<file path="src/rtl/z80_bitop_pkg.sv">
// Shared definitions for the Z80 bit-op read-modify-write sequencer:
// op encodings, FSM state enum and the bit-mask helper.
package z80_bitop_pkg;

  localparam logic [1:0] OP_RES = 2'b00;
  localparam logic [1:0] OP_SET = 2'b01;
  localparam logic [1:0] OP_BIT = 2'b10;
  localparam logic [1:0] OP_ILL = 2'b11;

  typedef enum logic [1:0] {
    ST_IDLE = 2'b00,
    ST_RD   = 2'b01,
    ST_WR   = 2'b10,
    ST_DONE = 2'b11
  } state_t;

  function automatic logic [7:0] bit_mask(input logic [2:0] b);
    return 8'h01 << b;
  endfunction

endpackage

</file>
<file path="src/rtl/z80_bitop_alu.sv">
// Combinational bit-op datapath: modified byte for SET/RES and the Z flag
// for BIT, both derived from the byte just read.
module z80_bitop_alu
  import z80_bitop_pkg::*;
(
  input  logic [1:0] op,
  input  logic [2:0] bit_sel,
  input  logic [7:0] rdata,
  output logic [7:0] wdata,
  output logic       zero
);

  logic [7:0] mask;

  always_comb begin
    mask = bit_mask(bit_sel);
    case (op)
      OP_SET:  wdata = rdata | mask;
      OP_RES:  wdata = rdata & ~mask;
      default: wdata = rdata;
    endcase
    zero = ~rdata[bit_sel];
  end

endmodule

</file>
<file path="src/rtl/z80_bitop_rmw_seq.sv">
// Z80 SET/RES/BIT read-modify-write sequencer with ack timeout.
// Define Z80_BITOP_BIT_TEST_EN to enable BIT; otherwise op=10 is illegal and flags read 0.
module z80_bitop_rmw_seq
  import z80_bitop_pkg::*;
#(
  parameter int ACK_TIMEOUT = 255
) (
  input  logic        clk,
  input  logic        reset_n,
  input  logic        start,
  input  logic [1:0]  op,
  input  logic [2:0]  bit_sel,
  input  logic [15:0] hl,
  output logic        busy,
  output logic        done,
  output logic        err,
  output logic        mem_rd_req,
  output logic        mem_wr_req,
  output logic [15:0] mem_addr,
  output logic [7:0]  mem_wdata,
  input  logic [7:0]  mem_rdata,
  input  logic        mem_ack,
  output logic        flag_z,
  output logic        flag_h,
  output logic        flag_n
);

  state_t      state, state_nxt;
  logic [1:0]  op_q;
  logic [2:0]  bit_q;
  logic [15:0] hl_q;
  logic [7:0]  wdata_q;
  logic [7:0]  wait_cnt;
  logic        err_q;
  logic [7:0]  alu_wdata;
  logic        alu_zero;
  logic        op_legal;
  logic        timeout;

  z80_bitop_alu u_alu (
    .op      (op_q),
    .bit_sel (bit_q),
    .rdata   (mem_rdata),
    .wdata   (alu_wdata),
    .zero    (alu_zero)
  );

  always_comb begin
`ifdef Z80_BITOP_BIT_TEST_EN
    op_legal = (op != OP_ILL);
`else
    op_legal = (op == OP_RES) || (op == OP_SET);
`endif
  end

  // Fires on the ACK_TIMEOUT-th consecutive cycle of an unacked request.
  assign timeout = !mem_ack && (wait_cnt == 8'(ACK_TIMEOUT - 1));

  always_comb begin
    state_nxt = state;
    case (state)
      ST_IDLE: if (start) state_nxt = op_legal ? ST_RD : ST_DONE;
      ST_RD: begin
        if (mem_ack)      state_nxt = (op_q == OP_BIT) ? ST_DONE : ST_WR;
        else if (timeout) state_nxt = ST_DONE;
      end
      ST_WR:   if (mem_ack || timeout) state_nxt = ST_DONE;
      ST_DONE: state_nxt = ST_IDLE;
      default: state_nxt = ST_IDLE;
    endcase
  end

  always_ff @(posedge clk or negedge reset_n) begin
    if (!reset_n) begin
      state    <= ST_IDLE;
      op_q     <= OP_RES;
      bit_q    <= 3'd0;
      hl_q     <= 16'h0000;
      wdata_q  <= 8'h00;
      wait_cnt <= 8'h00;
      err_q    <= 1'b0;
    end else begin
      state <= state_nxt;
      case (state)
        ST_IDLE: begin
          if (start) begin
            op_q     <= op;
            bit_q    <= bit_sel;
            hl_q     <= hl;
            wait_cnt <= 8'h00;
            err_q    <= !op_legal;
          end
        end
        ST_RD: begin
          if (mem_ack) begin
            wdata_q  <= alu_wdata;
            wait_cnt <= 8'h00;
          end else if (timeout) begin
            err_q <= 1'b1;
          end else begin
            wait_cnt <= wait_cnt + 8'd1;
          end
        end
        ST_WR: begin
          if (!mem_ack) begin
            if (timeout) err_q <= 1'b1;
            else         wait_cnt <= wait_cnt + 8'd1;
          end
        end
        default: ;
      endcase
    end
  end

  // Requests decode straight from state so an async reset drops them at once.
  assign busy       = (state != ST_IDLE);
  assign done       = (state == ST_DONE);
  assign err        = (state == ST_DONE) && err_q;
  assign mem_rd_req = (state == ST_RD);
  assign mem_wr_req = (state == ST_WR);
  assign mem_addr   = hl_q;
  assign mem_wdata  = wdata_q;

`ifdef Z80_BITOP_BIT_TEST_EN
  logic fz_q, fh_q;

  always_ff @(posedge clk or negedge reset_n) begin
    if (!reset_n) begin
      fz_q <= 1'b0;
      fh_q <= 1'b0;
    end else if (state == ST_RD && mem_ack && op_q == OP_BIT) begin
      fz_q <= alu_zero;
      fh_q <= 1'b1;
    end
  end

  assign flag_z = fz_q;
  assign flag_h = fh_q;
  assign flag_n = 1'b0;
`else
  logic unused_zero;
  assign unused_zero = alu_zero;
  assign flag_z = 1'b0;
  assign flag_h = 1'b0;
  assign flag_n = 1'b0;
`endif

endmodule

</file>
<file path="config.mk">
export PLATFORM = sky130hd
export DESIGN_NAME = z80_bitop_rmw_seq
export DESIGN_NICKNAME = d
export VERILOG_FILES = /design/src/rtl/z80_bitop_pkg.sv /design/src/rtl/z80_bitop_alu.sv /design/src/rtl/z80_bitop_rmw_seq.sv
export SDC_FILE = /design/constraint.sdc
export NUM_CORES = 1
export LEC_CHECK = 0
export CORE_UTILIZATION = 49
export CTS_BUF_LIST = sky130_fd_sc_hd__clkbuf_8 sky130_fd_sc_hd__clkbuf_16
export CTS_CLUSTER_SIZE = 20
export DETAILED_ROUTE_END_ITERATION = 10
export PLACE_DENSITY_LB_ADDON = 0.25
export SLEW_MARGIN = 20
export SYNTH_ARGS = -nofsm -noshare
export SYNTH_HDL_FRONTEND = slang
export SYNTH_SLANG_ARGS = --single-unit
</file>
<file path="constraint.sdc">
create_clock -name clk -period 3.8 [get_ports clk]
set_clock_uncertainty 0.1 [all_clocks]
set_input_delay 0.76 -clock clk [delete_from_list [all_inputs] [get_ports clk]]
set_output_delay 0.76 -clock clk [all_outputs]
set_load 0.02 [all_outputs]
</file>
==> results of run 1 <==
[path summary, 6_finish.rpt]
kind                              from      endpoint
min in group asynchronous      reset_n  mem_wdata[7]
setup reg to reg              state[1]   mem_addr[2]
setup / recovery              state[1]    mem_rd_req
hold reg to reg            mem_addr[5]   mem_addr[5]
max in group asynchronous      reset_n   wait_cnt[4]
hold / removal             mem_addr[5]   mem_addr[5]
[registers in the layout, indices dropped and copies added, names as in the netlist]
register   count
bit_q          3
err_q          1
mem_addr      16
mem_wdata      8
op_q           2
state          2
wait_cnt       8
[stage by stage]
stage | area (µm²) | total power [W] | cells
after floorplan | 1980 | 0.00144 | 178
after global placement | 2600 | 0.00187 | 278
after detailed placement | 2600 | 0.00190 | 278
after CTS | 2720 | 0.00227 | 286
after global routing | 2720 | 0.00240 | 286
final | 2720 | 0.00225 | 286
[placed cells by master, fill, tap and decap left out, types with 2 or more instances in the layout]
cell type        count
a21oi_1             19
and2_1               2
clkbuf_8             6
clkdlybuf4s50_1     60
conb_1               3
dfrtp_1             40
ha_1                 7
inv_1                9
mux2_2              21
mux2i_1              9
nand2_1              6
nand2b_1             3
nand3_1              4
nor2_1              12
nor3_1               4
o21ai_0              2
o31ai_1              5
or3_1                2
or4_1                5
[final cells by class]
cell class                      instances  area, µm²
Clock inverter                          2       38.8
Fill cell                             269       1050
Multi-Input combinational cell        119        893
Inverter                                9       33.8
Clock buffer                            6       82.6
Sequential cell                        40       1000
Timing Repair Buffer                   62        613
Tap cell                               48       60.1
[metal layers]
layer / GRT usage, % / vias up / wire [µm]
li1: - / 749 / -
met1: 25.6 / 739 / 1730
met2: 30.8 / 54 / 1700
met3: 8.68 / 11 / 373
met4: 8.15 / 0 / 72
met5: 0 / - / 0
[logic make-up (layout without fill, tap and decap cells)]
family / count (synthesis) / after routing / share of synthesized area (%)
AOI/OAI and AO/OA: 37 / 37 / 12.0
adders and majority gates: 7 / 7 / 4.44
buffers and inverters: 19 / 79 / 4.25
DFF: 40 / 40 / 50.8
muxes: 30 / 30 / 16.6
other: 1 / 3 / 0.190
and+or+nand+nor: 42 / 42 / 11.7
[power by group through the flow]
stage / logic [W] / registers [W] / clock network (W)
after CTS: 0.00114 / 0.000755 / 0.000372
after global placement: 0.00112 / 0.000751 / 0
after detailed placement: 0.00114 / 0.000763 / 0
after global routing: 0.00123 / 0.000781 / 0.000392
after floorplan: 0.000552 / 0.000888 / 0
final: 0.00113 / 0.000754 / 0.000362
==> flow_summary.toml, run 1 <==
[layout]
final_nets = 277
synthToLayoutAreaGrowth_pct = 38.2
final_util_pct = 72.2
drive_gt1_share_pct = 14.3
diodes = 0

[timing]
finalSetupViolations = 0
rsz0062_at_grt = "false"
period_share_pct = 68.1
max_freq_mhz = 386
setup_ws_ps = 1210
slew_viol_final = 0
slew_headroom_pct = 42.6
hold_ws_ps = 409
tns_ps = 0
period_minus_slack_ps = 2590
finalHoldViolations = 0
tightest_slew_ps = 861

[yosys]
post-synth-top-count-cell = "dfrtp_1"
synthCells = 176
synthDistinctLibCells = 36
synth_top_area_share_pct = 50.8
yosysSeqAreaShare_pct = 50.8
synth_largest_area_cell = "dfrtp_1"
async_flop_share_pct = 100
synth-seq-cells = 40
syn_area_mm2 = 0.00197
synth_area_leaders = "dfrtp_1, mux2_2, a21oi_1, mux2i_1, ha_1"
synth_edf_count = 0
ys.flop_type = "dfrtp_1"
synth.top_cells.by_count = "dfrtp_1, mux2_2, a21oi_1"
yosysWarnings = 0
avgSynthCellArea_um2 = 11.2

[setup_path]
cpMaxStageDelayCell = "clkdlybuf4s50_1"
cp_cell_sequence = "inv_1, ha_1, clkdlybuf4s50_1"
worst_path_largest_cell_delay_ps = 630
crit_fanout = 5
startpoint_type = "register"
path_delay_family = "buffers and inverters"
worst-path-stages = 3
r2r_cells = 4
crit_type = "reg2out"
rrSetupSlack_ps = 1790
cp.required_ps = 2940
endpoint_kind = "output pin"
crit_buf_inv = 2
arrival_ps = 1730

[outcome]
outcome = "completed"

[placement]
dp_slack_ps = 1290
globalplace.congestion = 0.775
dp_hpwl_um = 2830
io_buffers = 61

[hold_path]
holdPathStages = 1
hold_path.class = "reg2reg"

[drt]
vias = 1553
drtIter0Drc = 192
vias_per_cell = 5.43
drc = 0
drt-wirelength-per-cell_um = 13.5
firstDrtPassIters = 4
finalWirelength_um = 3870
detail-route-antenna-nets = 0

[power_and_ir_drop]
clkPwrFrac_pct = 16.1
p_sw_w = 0.000850
sw_frac_of_total_pct = 37.9
leakage_nw = 1.12
p_int_w = 0.00140
combinationalPowerShare_pct = 50.3
powerDensity_mw_per_mm2 = 825
p_seq_share_pct = 33.5
peakVddDrop_mv = 0.549

[global_route]
grt_pass1_vias = 1499
grt_use_total_pct = 20.4
grt_max_degree = 41
overflow = 0
antenna_found_initial = 0
grt_first_pass_wirelength_um = 6540

[clock_network]
postCtsSetupRepairBufs = 0
cts_resized = 0
cts_tree = "done"
clock-sinks = 40
clkTransAtPathRegs_ps = 80
cts_hold_buf = 0
cts_htree_levels = 2
clockBufferDepth = 2
cts_buffers = 5
clockRootBuffer = "clkbuf_8"
insertion_delay_ps = 290

[floorplan]
dieArea_mm2 = 0.00428
dieWidth_um = 65.4
num_rows = 22
chipHeight_um = 65.4
fp.coreArea_mm2 = 0.00377
initial_core_util_pct = 52.3
ios = 65

[flow_run]
maxCapViolCount = 0
Note: power is estimated with default switching activity, not from simulation.
==> inputs of run 2 (changes only) <==
--- a/config.mk
+++ b/config.mk
@@ -5,7 +5,7 @@
 export SDC_FILE = /design/constraint.sdc
 export NUM_CORES = 1
 export LEC_CHECK = 0
-export CORE_UTILIZATION = 49
+export CORE_UTILIZATION = 46
 export CTS_BUF_LIST = sky130_fd_sc_hd__clkbuf_8 sky130_fd_sc_hd__clkbuf_16
 export CTS_CLUSTER_SIZE = 20
 export DETAILED_ROUTE_END_ITERATION = 10
==> constraint.sdc (replaced) <==
create_clock -name clk -period 2.6 [get_ports clk]
set_clock_uncertainty 0.1 [all_clocks]
set_input_delay 0.52 -clock clk [delete_from_list [all_inputs] [get_ports clk]]
set_output_delay 0.52 -clock clk [all_outputs]
set_load 0.02 [all_outputs]
==> flow_summary.toml, run 2 (same netlist as run 1, synthesis figures left out) <==
[drt]
vias = 1565
drc = 0
drtIter0Drc = 87
detail-route-antenna-nets = 0
drt-wirelength-per-cell_um = 13.7
firstDrtPassIters = 7
finalWirelength_um = 3940
vias_per_cell = 5.43

[clock_network]
cts_htree_levels = 2
cts_buffers = 5
cts_tree = "done"
cts_resized = 0
clockBufferDepth = 2
postCtsSetupRepairBufs = 0
clkTransAtPathRegs_ps = 80
clock-sinks = 40
insertion_delay_ps = 290
cts_hold_buf = 0
clockRootBuffer = "clkbuf_8"

[placement]
dp_hpwl_um = 2840
placed_area_mm2 = 0.00261
io_buffers = 61
placed_cells = 281
globalplace.congestion = 0.764

[floorplan]
dieArea_mm2 = 0.00455
chipHeight_um = 67.5
ios = 65
num_rows = 23
fp.coreArea_mm2 = 0.00406
dieWidth_um = 67.5
initial_core_util_pct = 48.6

[layout]
drive_gt1_share_pct = 14.3
final_cells = 288
final_common_cell = "clkdlybuf4s50_1"
final_cell_mix = "clkdlybuf4s50_1, dfrtp_1, mux2_2"
synthToLayoutAreaGrowth_pct = 37.4
nFillCells = 335
diodes = 0
fin_area_mm2 = 0.00271
final_nets = 278
largest_reg_flops = 16

[power_and_ir_drop]
sw_frac_of_total_pct = 38.7
powerDensity_mw_per_mm2 = 1190
p_total_w = 0.00321
leakage_nw = 1.11
p_int_w = 0.00197
combinationalPowerShare_pct = 52.1
peakVddDrop_mv = 0.741
p_seq_share_pct = 34.2
clkPwrFrac_pct = 13.7
p_sw_w = 0.00124

[timing]
tns_ps = 0
rsz0062_at_grt = "false"
hold_ws_ps = 236
tightest_slew_ps = 871
slew_viol_final = 0
period_minus_slack_ps = 2350
finalHoldViolations = 0
slew_headroom_pct = 41.9
finalSetupViolations = 0
period_share_pct = 90.3
max_freq_mhz = 426

[setup_path]
cp.required_ps = 1980
r2r_cells = 7
reg2reg_from = "state[1]"
path_delay_family = "buffers and inverters"
worst_path_largest_cell_delay_ps = 630
crit_fanout = 5
startpoint_type = "register"
rrSetupSlack_ps = 620
cpMaxStageDelayCell = "clkdlybuf4s50_1"
crit_buf_inv = 2
arrival_ps = 1730
endpoint_kind = "output pin"
cp_cell_sequence = "inv_1, ha_1, clkdlybuf4s50_1"
timing.rr.end = "wait_cnt[5]"
crit_type = "reg2out"

[global_route]
grt_use_met2_pct = 33.4
gr-usage-met3_pct = 6.59
overflow = 0
grt_pass1_vias = 1552
met1_usage_pct = 23.9
grt_max_degree = 41
grt_use_total_pct = 20.0
grt-busiest-layer = "met2"
grt_first_pass_wirelength_um = 6720
antenna_found_initial = 0

[hold_path]
hold_path.class = "in2async"

[flow_run]
maxCapViolCount = 0

[outcome]
outcome = "completed"
[run 2: changes by cell type in the layout (fill, tap and decap cells not counted), sizes merged]
cell,delta
buf,+1
bufinv,-1
clkbuf,+1
clkinv,-1
[run 2: final cells by class]
class	instances	area (µm²)	share of cell area (%)
tap	50	62.6	2.31
multi-input combinational	119	893	33.0
clock buffer	7	96.3	3.56
inverter	9	33.8	1.25
timing repair buffer	63	621	22.9
sequential	40	1000	37.0
[run 2: worst max-delay path by stage]
stage	end	slack, ps	cells past startpoint	startpoint
after floorplan	wait_cnt[5]	760	7	state[1]
after global placement	wait_cnt[5]	380	6	start
after detailed placement	wait_cnt[5]	350	6	start
after CTS	mem_wr_req	240	3	state[0]
after global routing	mem_wr_req	140	3	state[0]
final	mem_wr_req	250	3	state[0]
[run 2: through the flow]
step	utilization (%)	setup WS [ps]
2_1_floorplan	-	763
3_3_place_gp	64.4	380
3_5_place_dp	64.4	349
4_1_cts	66.7	241
5_1_grt	66.7	142
6_report	66.7	252
[run 2: power by group through the flow]
stage | clock [W] | combinational [W] | sequential (W)
floorplan | 0 | 0.000806 | 0.00130
global placement | 0 | 0.00165 | 0.00110
detailed placement | 0 | 0.00167 | 0.00111
CTS | 0.000451 | 0.00168 | 0.00110
global route | 0.000477 | 0.00181 | 0.00115
finish | 0.000439 | 0.00167 | 0.00110
[run 2: per-layer routing]
metal / share of wire (%) / up-vias
li1: - / 752
met1: 44 / 752
met2: 47 / 57
met3: 8.2 / 4
met4: 0.81 / 0
met5: 0 / -
==> inputs of run 3 (changes only) <==
--- a/config.mk
+++ b/config.mk
@@ -5,10 +5,12 @@
 export SDC_FILE = /design/constraint.sdc
 export NUM_CORES = 1
 export LEC_CHECK = 0
+export CAP_MARGIN = 20
 export CORE_UTILIZATION = 46
 export CTS_BUF_LIST = sky130_fd_sc_hd__clkbuf_8 sky130_fd_sc_hd__clkbuf_16
 export CTS_CLUSTER_SIZE = 20
 export DETAILED_ROUTE_END_ITERATION = 10
+export GPL_TIMING_DRIVEN = 0
 export PLACE_DENSITY_LB_ADDON = 0.25
 export SLEW_MARGIN = 20
 export SYNTH_ARGS = -nofsm -noshare
==> flow_summary.toml, run 3 (same netlist as run 1, synthesis figures left out) <==
[drt]
drtIter0Drc = 57
finalWirelength_um = 4180
drt-wirelength-per-cell_um = 14.0
firstDrtPassIters = 4
drc = 0
vias = 1578
vias_per_cell = 5.28
detail-route-antenna-nets = 0

[floorplan]
dieArea_mm2 = 0.00455
chipHeight_um = 67.5
ios = 65
fp.coreArea_mm2 = 0.00406
num_rows = 23
dieWidth_um = 67.5
initial_core_util_pct = 48.6

[timing]
period_share_pct = 90.7
rsz0062_at_grt = "false"
tns_ps = 0
tightest_slew_ps = 548
slew_headroom_pct = 63.4
finalHoldViolations = 0
period_minus_slack_ps = 2360
finalSetupViolations = 0
max_freq_mhz = 424
slew_viol_final = 0

[global_route]
grt_pass1_vias = 1609
overflow = 0
grt_max_degree = 32
grt_first_pass_wirelength_um = 7090
antenna_found_initial = 0
grt_use_total_pct = 21.2

[clock_network]
cts_htree_levels = 2
cts_tree = "done"
postCtsSetupRepairBufs = 0
clockBufferDepth = 2
insertion_delay_ps = 280
clkTransAtPathRegs_ps = 80
clock-sinks = 40
cts_buffers = 5
clockRootBuffer = "clkbuf_8"

[layout]
diodes = 0
largest_reg_flops = 16
final_util_pct = 68.7
drive_gt1_share_pct = 15.3
synthToLayoutAreaGrowth_pct = 41.5
final_cell_mix = "clkdlybuf4s50_1, dfrtp_1, mux2_2"
final_common_cell = "clkdlybuf4s50_1"
final_nets = 288
final_cells = 299
nFillCells = 332

[power_and_ir_drop]
powerDensity_mw_per_mm2 = 1180
peakVddDrop_mv = 0.657
leakage_nw = 1.15

[setup_path]
endpoint = "mem_rd_req"
startpoint_type = "register"
r2r_cells = 7
worst-path-stages = 3
path_delay_family = "buffers and inverters"
timing.rr.end = "wait_cnt[5]"
cp_cell_sequence = "inv_1, ha_1, clkdlybuf4s50_1"
reg2reg_from = "state[0]"
crit_fanout = 5
crit_buf_inv = 2
crit_type = "reg2out"
cpMaxStageDelayCell = "clkdlybuf4s50_1"
endpoint_kind = "output pin"
cp.required_ps = 1980
worst_path_largest_cell_delay_ps = 640
rrSetupSlack_ps = 560
critPathLaunch = "state[1]"
arrival_ps = 1740

[placement]
io_buffers = 61
dp_hpwl_um = 3190
globalplace.congestion = 0.766
placed_cells = 290

[flow_run]
maxCapViolCount = 0

[outcome]
outcome = "completed"

[hold_path]
min-delay-start = "mem_addr[15]"
hold_path.class = "reg2reg"
## run 3: cell types whose count changed in the layout (fill, tap and decap cells not counted)
| cell | change |
|---|---|
| clkinv_2 | +1 |
| bufinv_16 | +1 |
| dlygate4sd3_1 | +1 |
| clkbuf_1 | +5 |
| buf_1 | +1 |
| buf_4 | +1 |
| clkinvlp_4 | +1 |
| clkbuf_8 | -2 |
| buf_12 | +1 |
| buf_2 | +1 |
## run 3: report_power, final
part	total [W]	internal (W)	switching, W
combinational	0.00172	0.000846	0.000873
clock	0.000496	0.000284	0.000213
sequential	0.00108	0.000895	0.000181
total	0.00329	0.00203	0.00127
## run 3: cell type report
| class | instances | area (µm²) | share of cell area (%) |
|---|---|---|---|
| repair buffers | 63 | 636 | 22.8 |
| clock inverters | 3 | 42.5 | 1.53 |
| clock buffers | 5 | 68.8 | 2.47 |
| well taps | 50 | 62.6 | 2.24 |
| inverters | 9 | 33.8 | 1.21 |
| plain buffers | 10 | 50.0 | 1.80 |
| flip-flops and latches | 40 | 1000 | 35.9 |
| multi-input cells | 119 | 893 | 32.0 |
## run 3: through the flow
step | power [W] | setup slack, ps | hold slack [ps] | instance area (µm²)
5_1_grt | 0.00352 | 122 | 426 | 2790
3_3_place_gp | 0.00276 | -142 | 383 | 2650
6_report | 0.00329 | 241 | 408 | 2790
2_1_floorplan | 0.00210 | 763 | 124 | 1980
4_1_cts | 0.00332 | 225 | 411 | 2790
3_5_place_dp | 0.00281 | 286 | 308 | 2670
## run 3: metal layers
layer / wire (µm) / global-route usage (%)
met2: 1980 / 35.5
met1: 1870 / 25.8
met4: 24 / 6.38
met3: 302 / 6.93
met5: 0 / 0
## run 3: worst min-delay path by stage
stage                   endpoint  slack (ps)  cells after the start
floorplan               bit_q[0]         120                      0
global placement           err_q         380                      1
detailed placement  mem_wdata[7]         310                      1
CTS                 mem_addr[13]         410                      1
global route         mem_addr[4]         430                      1
finish              mem_addr[15]         410                      1
## run 3: timing repair
| item | 4_1_cts | 5_1_grt |
|---|---|---|
| hold endpoints to repair | 9 | 0 |
| hold buffers | 1 | 0 |
| gates resized for setup | 0 | 0 |
